[config.mk]
export PLATFORM = sky130hd
export DESIGN_NAME = md_iter_unit
export DESIGN_NICKNAME = d
export VERILOG_FILES = /design/src/rtl/md_iter_unit.sv
export SDC_FILE = /design/constraint.sdc
export NUM_CORES = 1
export LEC_CHECK = 0
export BUFFER_PORTS_ARGS = -buffer_cell sky130_fd_sc_hd__buf_2
export CORE_MARGIN = 8
export CORE_UTILIZATION = 50
export CTS_CLUSTER_SIZE = 30
export DETAILED_ROUTE_END_ITERATION = 7
export PLACE_DENSITY = 0.78
export SLEW_MARGIN = 10
export SYNTH_ARGS = -nofsm -noshare
export SYNTH_HDL_FRONTEND = slang
export SYNTH_SLANG_ARGS = --single-unit
[constraint.sdc]
create_clock -name clk -period 4.7 [get_ports clk]
set_input_delay 0.94 -clock clk [delete_from_list [all_inputs] [get_ports clk]]
set_output_delay 0.94 -clock clk [all_outputs]
set_load 0.03 [all_outputs]
[src/rtl/md_iter_unit.sv]
// md_iter_unit: iterative MULT/MULTU/DIV/DIVU unit with stall/ready handshake; MD_FAST_MULT_EN selects a single-cycle multiply
module md_iter_unit #(
    parameter int WIDTH = 32,
    parameter int CNT_W = 6
) (
    input  logic             clk,
    input  logic             rst,
    input  logic             start_i,
    input  logic             op_i,
    input  logic             sign_i,
    input  logic             annul_i,
    input  logic [WIDTH-1:0] a_i,
    input  logic [WIDTH-1:0] b_i,
    output logic             stall_o,
    output logic             busy_o,
    output logic             ready_o,
    output logic [WIDTH-1:0] hi_o,
    output logic [WIDTH-1:0] lo_o,
    output logic             dbz_o
);
    typedef enum logic [1:0] {IDLE, CALC, DONE} state_t;
    state_t state;
    logic [CNT_W-1:0] cnt;
    logic op, neg_q, neg_r;
    logic [WIDTH-1:0] ma, mb, acc, lo_r, abs_a, abs_b, nacc, nlo, rq, rr;
    logic [WIDTH:0] msum, dtrial;
    logic [2*WIDTH-1:0] prod;
    assign busy_o  = state == CALC;
    assign ready_o = state == DONE;
    assign stall_o = busy_o | (state == IDLE & start_i & ~annul_i);
`ifdef MD_FAST_MULT_EN
    logic [2*WIDTH-1:0] fprod;
    // Whole product in one cycle; sign-extending both operands makes one unsigned multiply serve both modes
    always_comb fprod = {{WIDTH{sign_i & a_i[WIDTH-1]}}, a_i} * {{WIDTH{sign_i & b_i[WIDTH-1]}}, b_i};
`endif
    // Operand magnitudes, one shift-add / restoring-divide step, and the sign fixup of the final step
    always_comb begin
        abs_a  = (sign_i && a_i[WIDTH-1]) ? -a_i : a_i;
        abs_b  = (sign_i && b_i[WIDTH-1]) ? -b_i : b_i;
        msum   = {1'b0, acc} + (lo_r[0] ? {1'b0, ma} : '0);
        dtrial = {acc, lo_r[WIDTH-1]} - {1'b0, mb};
        nacc   = op ? (dtrial[WIDTH] ? {acc[WIDTH-2:0], lo_r[WIDTH-1]} : dtrial[WIDTH-1:0]) : msum[WIDTH:1];
        nlo    = op ? {lo_r[WIDTH-2:0], ~dtrial[WIDTH]} : {msum[0], lo_r[WIDTH-1:1]};
        prod   = neg_q ? -{nacc, nlo} : {nacc, nlo};
        rq     = (mb == '0) ? '1 : (neg_q ? -nlo : nlo);
        rr     = neg_r ? -nacc : nacc;
    end
    // Control FSM plus iteration registers; results are committed on the last CALC step
    always_ff @(posedge clk) begin
        if (rst) begin
            state <= IDLE;
            cnt   <= '0;
            op    <= 1'b0;
            neg_q <= 1'b0;
            neg_r <= 1'b0;
            ma    <= '0;
            mb    <= '0;
            acc   <= '0;
            lo_r  <= '0;
            hi_o  <= '0;
            lo_o  <= '0;
            dbz_o <= 1'b0;
        end else begin
            case (state)
                IDLE: if (start_i && !annul_i) begin
`ifdef MD_FAST_MULT_EN
                    if (!op_i) begin
                        state <= DONE;
                        hi_o  <= fprod[2*WIDTH-1:WIDTH];
                        lo_o  <= fprod[WIDTH-1:0];
                        dbz_o <= 1'b0;
                    end else begin
                        state <= CALC;
                    end
`else
                    state <= CALC;
`endif
                    cnt   <= '0;
                    op    <= op_i;
                    neg_q <= sign_i & (a_i[WIDTH-1] ^ b_i[WIDTH-1]);
                    neg_r <= sign_i & a_i[WIDTH-1];
                    ma    <= abs_a;
                    mb    <= abs_b;
                    acc   <= '0;
                    lo_r  <= op_i ? abs_a : abs_b;
                end
                CALC: if (annul_i) begin
                    state <= IDLE;
                end else begin
                    acc <= nacc;
                    lo_r <= nlo;
                    cnt <= cnt + 1'b1;
                    if (cnt == CNT_W'(WIDTH - 1)) begin
                        state <= DONE;
                        hi_o  <= op ? rr : prod[2*WIDTH-1:WIDTH];
                        lo_o  <= op ? rq : prod[WIDTH-1:0];
                        dbz_o <= op & (mb == '0);
                    end
                end
                DONE: state <= IDLE;
                default: state <= IDLE;
            endcase
        end
    end
endmodule
==> results.yml, run 1 <==
critical_path:
  reg2reg_to: "hi_o[20]"
  startpoint: "mb[27]"
  worstSetupPathType: "flop to flop"
  rrSetupSlack_ps: 10
  worst_r2r_startpoint: "mb[27]"
  endpoint: "hi_o[20]"
  rr_worst_depth: 20
  cp-end-kind: "flop"
  start_kind: "flop"
  critPathRequiredTime_ps: 5090
  worst-endpoint-arrival_ps: 5070
  worstPathMaxFanout: 4
power_and_ir_drop:
  p_per_area_nw_per_um2: 271.9
  peakVddDrop_mv: 0.2657
  p_leak_uw: 0.007600
logic_synthesis:
  yosys.area_share.xor_xnor_pct: 8.635
  yosys.cell_count.top_type: "nor2_1"
  synth_top_area_share_pct: 25.64
  synth_edf_count: 0
  muxShareOfSynthArea_pct: 3.889
  netlist_top_cells_count: "nor2_1, nand2_1, dfxtp_1"
  syn_nets: 2278
  synth_top_area_cell: "dfxtp_1"
  synth_area_um2: 15930
  yosys.area_share.simple_pct: 24.14
  ys_seq_area_share_pct: 25.64
  synth-compound-area-share_pct: 27.11
  ys_warn_count: 0
  ys.flop_type: "dfxtp_1"
  synth-adder-area-share_pct: 5.673
  postSynthAreaPerCell_um2: 7.452
  synth_area_leaders: "dfxtp_1, nor2_1, a211oi_1"
  synth_top_family_by_area: "compound AO/OA/AOI/OAI gates"
  synth_cells: 2137
  async_flop_share_pct: 0
  ys_ff_latch: 204
  synth_cell_types: 96
floorplan:
  initial_utilization_pct: 50.60
  dieHeight_um: 194.5
  io_pins: 138
  coreArea_um2: 31470
  chipWidth_um: 194.5
  dieArea_um2: 37820
  row_count: 65
clock_tree:
  cts_root_buf: "clkbuf_16"
  clockBufferDepth: 3
  clock_latency_ps: 550
  htree_levels: 1
  cts_buffers: 24
  numClockSinks: 204
  postCtsHoldBufs: 0
  cts_tree: "done"
  path_clk_slew_ps: 60
place:
  io_buffers: 137
  dp_hpwl_mm: 48.91
  place.gp.congestion: 0.9982
  dp_slack_ps: -59.67
  dp_cells: 2670
  place_area_um2: 17630
detailed_routing:
  vias: 17151
  via_per_inst: 6.278
  drt_first_pass_iters: 6
  antenna_left: 0
  drt_wl_total_mm: 62.38
  drc: 0
  drtIter0Drc: 1690
  avgRoutedWirePerCell_um: 22.83
sta:
  post-route-min-period_ps: 4685
  skew_ps: 13.82
  rsz0062_at_grt: "yes"
  setup_violations: 0
  final-max-slew-violation-count: 0
  slew_headroom_pct: 22.68
  fmax_mhz: 213.4
  finalSetupTns_ps: 0
  finalCritPeriodShare_pct: 99.68
  fin_ws_ps: 14.92
  hold_violations: 0
  worst_pin_slew_ps: 1159
status:
  status: "completed"
grt:
  grt_antenna_before_repair: 0
  globalRouteOverflowTotal: 0
  grt_start_max_net_pins: 125
  track_usage_pct: 31.39
  grt_pass1_wl_mm: 95.11
  grt_pass1_vias: 16380
finish:
  area_growth_pct: 17.36
  final_util_pct: 59.38
  drive_gt1_share_pct: 17.60
  layout.nets: 2453
  fill_cells: 2921
  multiInputGateArea_um2: 11240
  antenna_cells: 0
  stdcell_count: 2732
  seqCellArea_um2: 4091
  finish.instance_area_um2: 18690
flow_run:
  max-cap-violations: 0
hold_path:
  hold_path_class: "flop to flop"
==> stage by stage <==
step	hold WS (ps)	total power, uW
after global routing	475.5	5263
after CTS	452.4	5046
after detailed placement	443.2	3132
after global placement	436.0	3119
final	448.8	5081
after floorplan	431.7	2674
==> metal layers <==
layer | vias up | GRT usage (%) | part of all wire, %
met5 | - | 0 | 0
li1 | 8113 | - | -
met3 | 170 | 5.977 | 8.4
met1 | 8100 | 39.80 | 41
met2 | 768 | 50.39 | 45
met4 | 0 | 15.76 | 5.8
==> area by class of cell <==
type / instances / area share (%)
multi-input combinational: 1741 / 60.15
clock buffer: 35 / 3.756
inverter: 59 / 1.185
tap: 402 / 2.691
timing repair buffer: 282 / 9.748
sequential: 204 / 21.89
clock inverter: 9 / 0.5757
==> logic make-up after synthesis <==
kind of cell | after synthesis
AOI/OAI and AO/OA | 639
xor gates and xnor gates | 157
adders and majority gates | 71
buffers and inverters | 193
DFF | 204
muxes | 61
and+or+nand+nor | 812
==> power by group <==
group / internal [uW] / switching [uW] / leakage [uW] / total, uW
Clock: 1100 / 806 / 0.000391 / 1910
Combinational: 491 / 820 / 0.00555 / 1310
Sequential: 1800 / 66.5 / 0.00166 / 1860
==> worst max-delay path, cell delays in order, from the launching register on <==
cell and delay, ps:
dfxtp_1 380, inv_1 100, ha_1 340, a21oi_1 210, o21ai_0 180, a211o_1 310, a21oi_2 180, nand3_2 140
nand2_4 120, nor2_4 40, a21oi_2 140, ha_2 200, o211ai_1 110, or2_1 290, or3_4 350, or3_4 380
a211o_4 370, or3_1 370, and3_1 160, o21ai_2 110, a21oi_1 70
==> flip-flops by register name, indices dropped and copies added (netlist names) <==
signal and flops:
acc 32, cnt 6, dbz_o 1, hi_o 32, lo_o 32, lo_r 32, ma 32, mb 32
neg_q 1, neg_r 1, op 1, state 2
==> how the worst min path moves through the flow <==
stage / start / to / slack [ps] / depth (start not counted)
4_1_cts: hi_o[3] / hi_o[3] / 450 / 2
6_report: hi_o[3] / hi_o[3] / 450 / 2
3_3_place_gp: hi_o[25] / hi_o[25] / 440 / 2
5_1_grt: hi_o[29] / hi_o[29] / 480 / 2
3_5_place_dp: hi_o[25] / hi_o[25] / 440 / 2
2_1_floorplan: ma[0] / ma[0] / 430 / 2
==> placed cells by master, fill, tap and decap left out, types with 35 or more instances in the layout <==
master | netlist | final
nand2_1 | 225 | 223
inv_1 | 57 | 55
a211oi_1 | 132 | 131
nor2_1 | 288 | 284
nor3_1 | 57 | 56
a21oi_1 | 165 | 164
xor2_1 | 53 | 53
and2_1 | 48 | 48
ha_1 | 69 | 65
o211ai_1 | 35 | 35
mux2i_1 | 57 | 57
buf_4 | 4 | 141
buf_2 | 21 | 136
o21ai_0 | 86 | 86
dfxtp_1 | 204 | 200
xnor2_1 | 104 | 104
==> repair_timing <==
| item | CTS | global route |
|---|---|---|
| pin swaps | 17 | 14 |
| buffers inserted | 7 | 10 |
| gates cloned | 0 | 1 |
| resized for setup | 8 | 16 |
| endpoints found under the hold margin | 0 | 0 |
| setup endpoints to repair | 5 | 29 |
(Power assumes the default switching activity.)
==> inputs of run 2 (changes only) <==
SETUP_SLACK_MARGIN = 0.3   (was unset)
==> results.yml, run 2 (synthesized netlist as in run 1, its figures left out) <==
critical_path:
  endpoint: "hi_o[20]"
  rrSetupSlack_ps: 150
  worst-endpoint-arrival_ps: 4980
  worst_r2r_startpoint: "mb[0]"
  cp-end-kind: "flop"
  start_kind: "flop"
  worstPathMaxFanout: 3
  reg2reg_to: "hi_o[20]"
  rr_worst_depth: 21
  critPathRequiredTime_ps: 5130
  worstSetupPathType: "flop to flop"
  startpoint: "mb[0]"
finish:
  final_common_cell: "nor2_1"
  area_growth_pct: 19.70
  drive_gt1_share_pct: 19.94
  seqCellArea_um2: 4093
  layout_common_cells: "nor2_1, nand2_1, dfxtp_1"
  final_util_pct: 60.57
  fill_cells: 2939
  stdcell_count: 2745
  multiInputGateArea_um2: 11500
  layout.nets: 2466
detailed_routing:
  drt_first_pass_iters: 6
  met3WireLength_mm: 5.673
  via_per_inst: 6.278
  drt_wl_total_mm: 61.34
  drc: 0
  wl_met1_mm: 25.24
  avgRoutedWirePerCell_um: 22.35
  top_layer_used: "met4"
  antenna_left: 0
  vias: 17232
  wl_met2_mm: 26.97
  drtIter0Drc: 1622
floorplan:
  dieHeight_um: 194.5
  dieArea_um2: 37820
  initial_utilization_pct: 50.60
  chipWidth_um: 194.5
  row_count: 65
  coreArea_um2: 31470
  io_pins: 138
sta:
  worst_pin_slew_ps: 1164
  finalCritPeriodShare_pct: 96.82
  whs_ps: 447.2
  final-max-slew-violation-count: 0
  skew_ps: 16.88
  fmax_mhz: 219.8
  setup_violations: 0
  hold_violations: 0
  rsz0062_at_grt: "yes"
  post-route-min-period_ps: 4551
  slew_headroom_pct: 22.33
grt:
  track_usage_pct: 30.66
  grt_start_max_net_pins: 127
  grt_pass1_vias: 16379
  globalRouteOverflowTotal: 0
  grt_pass1_wl_mm: 93.28
  grt_antenna_before_repair: 0
power_and_ir_drop:
  comb_power_share_pct: 26.7
  p_per_area_nw_per_um2: 266.8
  power_frac_seq_pct: 36.7
  power.internal_uw: 3359
  p_leak_uw: 0.007725
  clockPowerShare_pct: 36.7
  power_switching_uw: 1727
  switching_share_pct: 33.95
  peakVddDrop_mv: 0.3074
clock_tree:
  cts_root_buf: "clkbuf_16"
  clockBufferDepth: 3
  htree_levels: 1
  path_clk_slew_ps: 70
  cts_tree: "done"
  clock_latency_ps: 550
  cts_buffers: 24
  numClockSinks: 204
flow_run:
  max-cap-violations: 0
place:
  place.gp.congestion: 1.004
  io_buffers: 137
  dp_hpwl_mm: 47.34
  dp_cells: 2674
hold_path:
  hold_path_class: "flop to flop"
status:
  status: "completed"
run 2: how the worst min path moves through the flow:
| stage | startpoint | to | slack (ps) | cells after the start |
|---|---|---|---|---|
| after detailed placement | hi_o[25] | hi_o[25] | 440 | 2 |
| after global routing | hi_o[25] | hi_o[25] | 470 | 2 |
| after floorplan | ma[0] | ma[0] | 430 | 2 |
| after global placement | hi_o[25] | hi_o[25] | 440 | 2 |
| after CTS | hi_o[25] | hi_o[25] | 450 | 2 |
| final | hi_o[11] | hi_o[11] | 450 | 2 |
run 2: through the flow:
step | total power [uW] | setup TNS (ps) | setup slack, ps | area [um^2]
6_report | 5086 | 0 | 149.5 | 19060
5_1_grt | 5269 | -189.7 | -57.58 | 19060
4_1_cts | 5006 | 0 | 167.2 | 18610
3_5_place_dp | 3129 | 0 | 37.22 | 17670
3_3_place_gp | 3121 | 0 | 66.95 | 17670
2_1_floorplan | 2675 | -42.63 | -42.63 | 15990
run 2: power groups by stage:
stage	registers [uW]	logic, uW	clock network [uW]
6_report	1860	1360	1870
5_1_grt	1870	1450	1950
4_1_cts	1860	1260	1880
3_5_place_dp	1900	1230	0
3_3_place_gp	1890	1230	0
2_1_floorplan	1870	803	0
run 2: area by class of cell:
cell class / count / area share (%)
Antenna cell: 1 / 0.01313
Clock buffer: 28 / 3.387
Clock inverter: 15 / 0.7088
Inverter: 59 / 1.175
Multi-Input combinational cell: 1740 / 60.32
Sequential cell: 204 / 21.47
Tap cell: 402 / 2.638
Timing Repair Buffer: 296 / 10.29
run 2: critical path, stage by stage (launching register included):
cell	delay, ps
dfxtp_2	370
ha_4	150
inv_2	30
fa_2	360
a211oi_4	270
o211ai_1	140
and3_4	230
o21ai_4	170
nand3_2	120
nand2_4	110
nor2_4	30
a21oi_2	130
ha_2	200
o211ai_1	130
or2_1	260
or3_4	330
or3_4	370
a211o_1	310
or3_1	330
and3_1	180
o21ai_1	110
a21oi_1	70
run 2: per-layer routing:
| metal | track usage (%) | vias to the layer above |
|---|---|---|
| li1 | - | 8139 |
| met1 | 38.43 | 8078 |
| met2 | 49.02 | 847 |
| met3 | 7.065 | 168 |
| met4 | 14.99 | 0 |
| met5 | 0 | - |
run 2: what timing repair did:
action,CTS,global route
buffers inserted,10,17
hold buffers,0,0
gates resized for setup,19,73
setup endpoints to repair,21,41
pin swaps,16,33
==> inputs of run 3 (changes only) <==
CTS_BUF_LIST = sky130_fd_sc_hd__clkbuf_16   (was unset)
==> results.yml, run 3 (synthesized netlist as in run 1, its figures left out) <==
clock_tree:
  postCtsHoldBufs: 0
  clockBufferDepth: 3
  htree_levels: 1
  cts_root_buf: "clkbuf_16"
  cts_buffers: 24
  clock_latency_ps: 540
  path_clk_slew_ps: 60
  numClockSinks: 204
  cts_tree: "done"
place:
  io_buffers: 137
  dp_slack_ps: 37.22
  dp_hpwl_mm: 47.34
  place.gp.congestion: 1.004
finish:
  layout.nets: 2468
  layout_common_cells: "nor2_1, nand2_1, dfxtp_1"
  fill_cells: 2954
  antenna_cells: 0
  final_common_cell: "nor2_1"
  area_growth_pct: 19.47
  drive_gt1_share_pct: 20.09
detailed_routing:
  drc: 0
  via_per_inst: 6.285
  antenna_left: 0
  drt_wl_total_mm: 61.38
  vias: 17259
  drtIter0Drc: 1666
  avgRoutedWirePerCell_um: 22.35
  drt_first_pass_iters: 8
sta:
  rsz0062_at_grt: "yes"
  hold_violations: 0
  slew_headroom_pct: 20.01
  fin_ws_ps: 156.8
  post-route-min-period_ps: 4543
  final-max-slew-violation-count: 0
  worst_pin_slew_ps: 1199
  setup_violations: 0
  fmax_mhz: 220.1
  finalCritPeriodShare_pct: 96.66
  whs_ps: 447.6
  skew_ps: 13.84
floorplan:
  io_pins: 138
  chipWidth_um: 194.5
  row_count: 65
  dieArea_um2: 37820
  initial_utilization_pct: 50.60
  coreArea_um2: 31470
  dieHeight_um: 194.5
power_and_ir_drop:
  p_leak_uw: 0.007694
  finalPower_uw: 5025
  peakVddDrop_mv: 0.2646
  p_per_area_nw_per_um2: 264.1
critical_path:
  worst-endpoint-arrival_ps: 4970
  worstSetupPathType: "flop to flop"
  start_kind: "flop"
  critPathRequiredTime_ps: 5120
  cp-end-kind: "flop"
  worstPathMaxFanout: 3
grt:
  grt_start_max_net_pins: 127
  globalRouteOverflowTotal: 0
  track_usage_pct: 30.61
  grt_pass1_vias: 16353
  grt_pass1_wl_mm: 93.18
  grt_antenna_before_repair: 0
hold_path:
  hold_path_class: "flop to flop"
flow_run:
  max-cap-violations: 0
status:
  status: "completed"
run 3: changes by cell type in the layout (fill, tap and decap cells not counted), sizes merged:
cell | before | now
clkbuf | 28 | 24
clkinv | 10 | 13
buf | 296 | 298
diode | 1 | 0
inv | 58 | 59
run 3: power breakdown:
group | switching [uW] | internal, uW
logic | 835 | 516
registers | 68.9 | 1800
clock network | 816 | 995
total | 1720 | 3310
run 3: what timing repair did:
| item | in CTS | in global routing |
|---|---|---|
| endpoints found under the setup margin | 21 | 41 |
| gates resized for setup | 13 | 77 |
| pin swaps | 9 | 30 |
| buffers inserted | 9 | 20 |
run 3: path summary, 6_finish.rpt:
path                               start  cells past startpoint  slack (ps)        to
worst max register to register  lo_r[31]                     22         160  hi_o[20]
worst min-delay path            hi_o[11]                      2         450  hi_o[11]
worst min register to register  hi_o[11]                      2         450  hi_o[11]
worst max-delay path            lo_r[31]                     22         160  hi_o[20]
run 3: through the flow:
step	std cells	area (um^2)	utilization (%)	setup TNS (ps)
final	2746	19030	60.45	0
after global routing	2746	19030	60.45	-174.2
after CTS	2726	18550	58.93	0
after detailed placement	2674	17670	56.13	0
after global placement	2674	17670	56.13	0
after floorplan	2137	15990	-	-42.63
run 3: critical path, stage by stage (launching register included):
cell      delay [ps]
dfxtp_2          320
inv_2             70
ha_4             130
inv_2             30
fa_2             360
a211oi_4         260
o211ai_1         140
and3_4           230
o21ai_4          170
nand3_2          120
nand2_4          100
nor2_2            40
a21oi_2          140
ha_2             200
o211ai_1         130
or2_1            250
or3_4            330
or3_4            380
a211o_1          310
or3_1            330
and3_1           180
o21ai_1          110
a21oi_1           70
run 3: area by class of cell:
| type | instances | area, um^2 | area share, % |
|---|---|---|---|
| Timing Repair Buffer | 298 | 1961 | 10.31 |
| Clock buffer | 24 | 600.6 | 3.157 |
| Clock inverter | 19 | 150.1 | 0.7892 |
| Inverter | 59 | 221.5 | 1.164 |
| Sequential cell | 204 | 4096 | 21.53 |
| Tap cell | 402 | 503.0 | 2.644 |
| Multi-Input combinational cell | 1740 | 11490 | 60.41 |
run 3: metal layers:
metal / GRT usage, % / wire, um / vias up
met4: 14.54 / 3233 / 0
met1: 38.42 / 25350 / 8102
li1: - / - / 8120
met2: 49.11 / 26950 / 891
met5: 0 / 0 / -
met3: 6.961 / 5846 / 146
